**config.mk**
```make
export PLATFORM = sky130hd
export DESIGN_NAME = regfile_write_arbiter
export DESIGN_NICKNAME = d
export VERILOG_FILES = /design/src/rtl/regfile_write_arbiter.sv
export SDC_FILE = /design/constraint.sdc
export NUM_CORES = 1
export LEC_CHECK = 0
export ABC_AREA = 1
export CORE_AREA = 4 4 110 112
export DETAILED_ROUTE_END_ITERATION = 8
export DIE_AREA = 0 0 114 116
export GPL_ROUTABILITY_DRIVEN = 0
export HOLD_SLACK_MARGIN = 0.02
export MAX_ROUTING_LAYER = met4
export PLACE_DENSITY = 0.71
export SYNTH_ARGS = -nofsm -noshare
export SYNTH_HDL_FRONTEND = slang
export SYNTH_SLANG_ARGS = --single-unit
```
**constraint.sdc**
```tcl
create_clock -name Clk -period 2.8 [get_ports Clk]
set_input_delay 0.42 -clock Clk [delete_from_list [all_inputs] [get_ports Clk]]
set_output_delay 0.42 -clock Clk [all_outputs]
set_load 0.01 [all_outputs]
```
**src/rtl/regfile_write_arbiter.sv**
```systemverilog
// Two-source arbiter for the register file write port. Each source has a one-entry buffer, and the buffers drain into registered write outputs.
// Contested grants alternate between the sources; define REGARB_FIXED_PRIORITY_EN to always favour source A instead.
module regfile_write_arbiter #(
  parameter int DATA_W = 32,
  parameter int ADDR_W = 5
) (
  input  logic              Clk,
  input  logic              Reset,
  input  logic              A_Valid,
  output logic              A_Ready,
  input  logic [ADDR_W-1:0] A_Addr,
  input  logic [DATA_W-1:0] A_Data,
  input  logic              B_Valid,
  output logic              B_Ready,
  input  logic [ADDR_W-1:0] B_Addr,
  input  logic [DATA_W-1:0] B_Data,
  output logic              RegWrite,
  output logic [ADDR_W-1:0] WriteRegister,
  output logic [DATA_W-1:0] WriteData,
  output logic              Idle
);

  // Register 0 is hard-wired; writes to it are consumed but never enabled.
  function automatic logic write_enable(input logic [ADDR_W-1:0] addr);
    return addr != '0;
  endfunction

  logic              buf_a_vld_p0, buf_b_vld_p0;
  logic [ADDR_W-1:0] buf_a_addr_p0, buf_b_addr_p0;
  logic [DATA_W-1:0] buf_a_data_p0, buf_b_data_p0;
  logic              grant_a, grant_b;
  logic              accept_a, accept_b;
  logic [ADDR_W-1:0] grant_addr;
  logic [DATA_W-1:0] grant_data;

`ifdef REGARB_FIXED_PRIORITY_EN
  assign grant_a = buf_a_vld_p0;
  assign grant_b = buf_b_vld_p0 && !buf_a_vld_p0;
`else
  logic rr_b;  // set when B wins the next contested grant

  assign grant_a = buf_a_vld_p0 && (!buf_b_vld_p0 || !rr_b);
  assign grant_b = buf_b_vld_p0 && (!buf_a_vld_p0 || rr_b);

  always_ff @(posedge Clk or posedge Reset) begin
    if (Reset) begin
      rr_b <= 1'b0;
    end else if (buf_a_vld_p0 && buf_b_vld_p0) begin
      rr_b <= !rr_b;
    end
  end
`endif

  assign A_Ready  = !buf_a_vld_p0 || grant_a;
  assign B_Ready  = !buf_b_vld_p0 || grant_b;
  assign accept_a = A_Valid && A_Ready;
  assign accept_b = B_Valid && B_Ready;

  assign grant_addr = grant_a ? buf_a_addr_p0 : buf_b_addr_p0;
  assign grant_data = grant_a ? buf_a_data_p0 : buf_b_data_p0;

  // Stage p0: holding buffers (valid bits are control; payload needs no reset)
  always_ff @(posedge Clk or posedge Reset) begin
    if (Reset) begin
      buf_a_vld_p0 <= 1'b0;
      buf_b_vld_p0 <= 1'b0;
    end else begin
      if (accept_a)     buf_a_vld_p0 <= 1'b1;
      else if (grant_a) buf_a_vld_p0 <= 1'b0;
      if (accept_b)     buf_b_vld_p0 <= 1'b1;
      else if (grant_b) buf_b_vld_p0 <= 1'b0;
    end
  end

  always_ff @(posedge Clk) begin
    if (accept_a) begin
      buf_a_addr_p0 <= A_Addr;
      buf_a_data_p0 <= A_Data;
    end
    if (accept_b) begin
      buf_b_addr_p0 <= B_Addr;
      buf_b_data_p0 <= B_Data;
    end
  end

  // Stage p1: registered write port into the register file
  always_ff @(posedge Clk or posedge Reset) begin
    if (Reset) begin
      RegWrite      <= 1'b0;
      WriteRegister <= '0;
      WriteData     <= '0;
    end else if (grant_a || grant_b) begin
      RegWrite      <= write_enable(grant_addr);
      WriteRegister <= grant_addr;
      WriteData     <= grant_data;
    end else begin
      RegWrite      <= 1'b0;
    end
  end

  assign Idle = !buf_a_vld_p0 && !buf_b_vld_p0 && !RegWrite;

endmodule

```
==> flow_summary.json <==
{
  "nFillCells": 972,
  "netSwitchingFraction_pct": 27.6,
  "dp_cells": 558,
  "fp.coreArea_mm2": 0.0112,
  "syn_area_per_cell_um2": 13.6,
  "grt_max_degree": 43,
  "first_pass_iters": 4,
  "route.detailed.drc": 0,
  "fmaxAchievable_mhz": 447,
  "path_depth": 3,
  "met1_usage_pct": 18.3,
  "irDropWorstVdd_uv": 408,
  "clock_sinks": 115,
  "path_cells": "or2_2, nor2_1, clkdlybuf4s50_1",
  "leakage_nw": 2.39,
  "power_switching_mw": 1.73,
  "synthCells": 308,
  "wire_per_inst_um": 15.7,
  "rsz0062_at_grt": "false",
  "drive_gt1_share_pct": 9.17,
  "dieArea_mm2": 0.0132,
  "clkTransAtPathRegs_ps": 50,
  "die_y_um": 116,
  "num_vias": 2733,
  "outcome": "finished clean",
  "relSlewSlack_pct": 39.4,
  "wl_um": 9290,
  "io_pins": 119,
  "cts_tree": "built",
  "first_global_vias": 2969,
  "die_w_um": 114,
  "combPwrFrac_pct": 25.7,
  "cts-htree-levels": 4,
  "hold_depth": 2,
  "slowest_delay_ps": 540,
  "clockBufferDepth": 2,
  "tightestPinTransition_ps": 907,
  "ys_types": 15,
  "reg2regPathDepth": 6,
  "syn-num-nets": 386,
  "worst-path-buf-inv": 1,
  "critical_path_class": "reg -> out",
  "timing.hold.ws_ps": 459,
  "numPortBuffers": 118,
  "seqPwrFrac_pct": 39.9,
  "via_per_inst": 4.63,
  "synth-seq-cells": 115,
  "cts_setup_buffers": 0,
  "grt_first_pass_wirelength_um": 14700,
  "areaGrowthSynthToFinish_pct": 44.9,
  "insertion_delay_ps": 390,
  "syn-cell-area_mm2": 0.00417,
  "cts.root.buffer_cell": "clkbuf_16",
  "intPower_mw": 4.55,
  "track_usage_pct": 15.0,
  "diodes": 0,
  "hold_path.class": "reg -> reg",
  "fin_crit_sh_pct": 79.9,
  "slowest_stage": "clkdlybuf4s50_1",
  "p_per_area_mw_per_mm2": 1040,
  "first_iter_violations": 111,
  "slew_violations": 0,
  "clock_skew_ps": 11.9,
  "critical_path_required_ps": 2380,
  "setup_ws_ps": 562,
  "cp_max_fo": 8,
  "antenna_found_initial": 0,
  "worst_setup_path_start_kind": "flip-flop",
  "start_util_pct": 37.2,
  "cts_buffers": 17,
  "max_cap_viol_count": 0,
  "final_nets": 512,
  "dp_hpwl_um": 6210,
  "use_met3_pct": 4.13,
  "postRouteAntennaNets": 0,
  "hold_path_startpoint": "buf_a_data_p0[18]",
  "grt-ovfl-total": 0,
  "tns_ps": 0,
  "row_count": 39,
  "cp-end-kind": "output port",
  "use_met2_pct": 24.7,
  "ys_seq_area_share_pct": 77.8,
  "worstReg2RegStart": "buf_a_vld_p0",
  "post-place-ws_ps": 834,
  "clkPwrFrac_pct": 34.4,
  "crit_start": "buf_a_vld_p0",
  "crit_arrival_ps": 1820,
  "cts_resized": 0,
  "finalNonFillerCells": 590,
  "hold_viol_final": 0,
  "path_delay_family": "buffers and inverters",
  "period_needed_ps": 2240,
  "cts_hold_buf": 0,
  "setup-violations-final": 0,
  "gr-max-usage-layer": "met2",
  "yosysWarnings": 0
}
[synth_stat cells]
cell type	n	area, um2
a31oi_1	4	25.0
buf_2	5	25.0
buf_4	3	22.5
buf_6	5	56.3
buf_8	3	45.0
dfrtp_1	41	1030
edfxtp_1	74	2220
inv_1	5	18.8
inv_8	1	11.3
nand2_1	83	312
nand2_2	2	12.5
nand3_1	69	345
nor2_1	11	41.3
o21ai_0	1	5.00
or2_1	1	6.26
[flip-flops by register name (all words and copies together), names as in the netlist]
signal,cells
buf_a_data_p0,32
RegWrite,1
buf_b_data_p0,32
WriteRegister,5
buf_a_vld_p0,1
rr_b,1
buf_a_addr_p0,5
WriteData,32
buf_b_vld_p0,1
buf_b_addr_p0,5
[kinds of logic after synthesis]
family	Yosys count	share of synthesized area [%]
buffers and inverters	22	4.29
and+or+nand+nor	166	17.2
AOI/OAI and AO/OA	5	0.719
DFF	115	77.8
[per-stage QoR]
stage               utilization [%]  instance area, um2  power (mW)
floorplan                         -                4170        3.30
detailed placement             48.5                5440        4.17
finish                         53.9                6050        6.28
global placement               48.5                5440        4.12
global route                   53.9                6050        6.60
CTS                            53.9                6050        6.36
[power groups by stage]
stage	clock, mW	sequential, mW	combinational (mW)
after floorplan	0	2.62	0.672
after CTS	2.20	2.51	1.65
after detailed placement	0	2.53	1.64
after global routing	2.28	2.55	1.77
after global placement	0	2.53	1.59
final	2.16	2.51	1.61
[worst paths after layout]
kind / end / slack [ps]
setup / recovery: Idle / 560
hold / removal: WriteData[18] / 460
setup reg to reg: WriteRegister[3] / 1030
hold reg to reg: WriteData[18] / 460
max in group asynchronous: buf_b_vld_p0 / 1670
min in group asynchronous: WriteData[0] / 550
[per-layer routing]
| metal | routed length [um] | up-vias |
|---|---|---|
| met3 | 481 | 4 |
| met2 | 4690 | 101 |
| met1 | 4070 | 1297 |
| met5 | 0 | - |
| met4 | 42 | 0 |
| li1 | - | 1331 |
[area by class of cell]
class                   count  area, um2  share of cell area [%]
multi-input cells         171        754                    12.5
repair buffers            123       1230                    20.4
flip-flops and latches    115       3250                    53.7
well taps                 143        179                    2.96
inverters                   6       30.0                   0.496
clock buffers              23        478                    7.90
clock inverters             9        129                    2.13
[layout by cell type, fill, tap and decap left out, drive strengths merged]
| cell type | instances |
|---|---|
| a31oi | 4 |
| bufinv | 3 |
| o21ai | 1 |
| clkinv | 4 |
| clkinvlp | 2 |
| clkbuf | 23 |
| clkdlybuf4s50 | 118 |
| nand2 | 85 |
| inv | 6 |
| nand3 | 69 |
| dfrtp | 41 |
| nor2 | 11 |
| edfxtp | 74 |
| buf | 5 |
| or2 | 1 |
[worst min-delay path: stages (launching register included)]
cell and delay (ps):
edfxtp_1 310, nand2_1 50, nand3_1 70
Note: power is estimated with default switching activity, not from simulation.
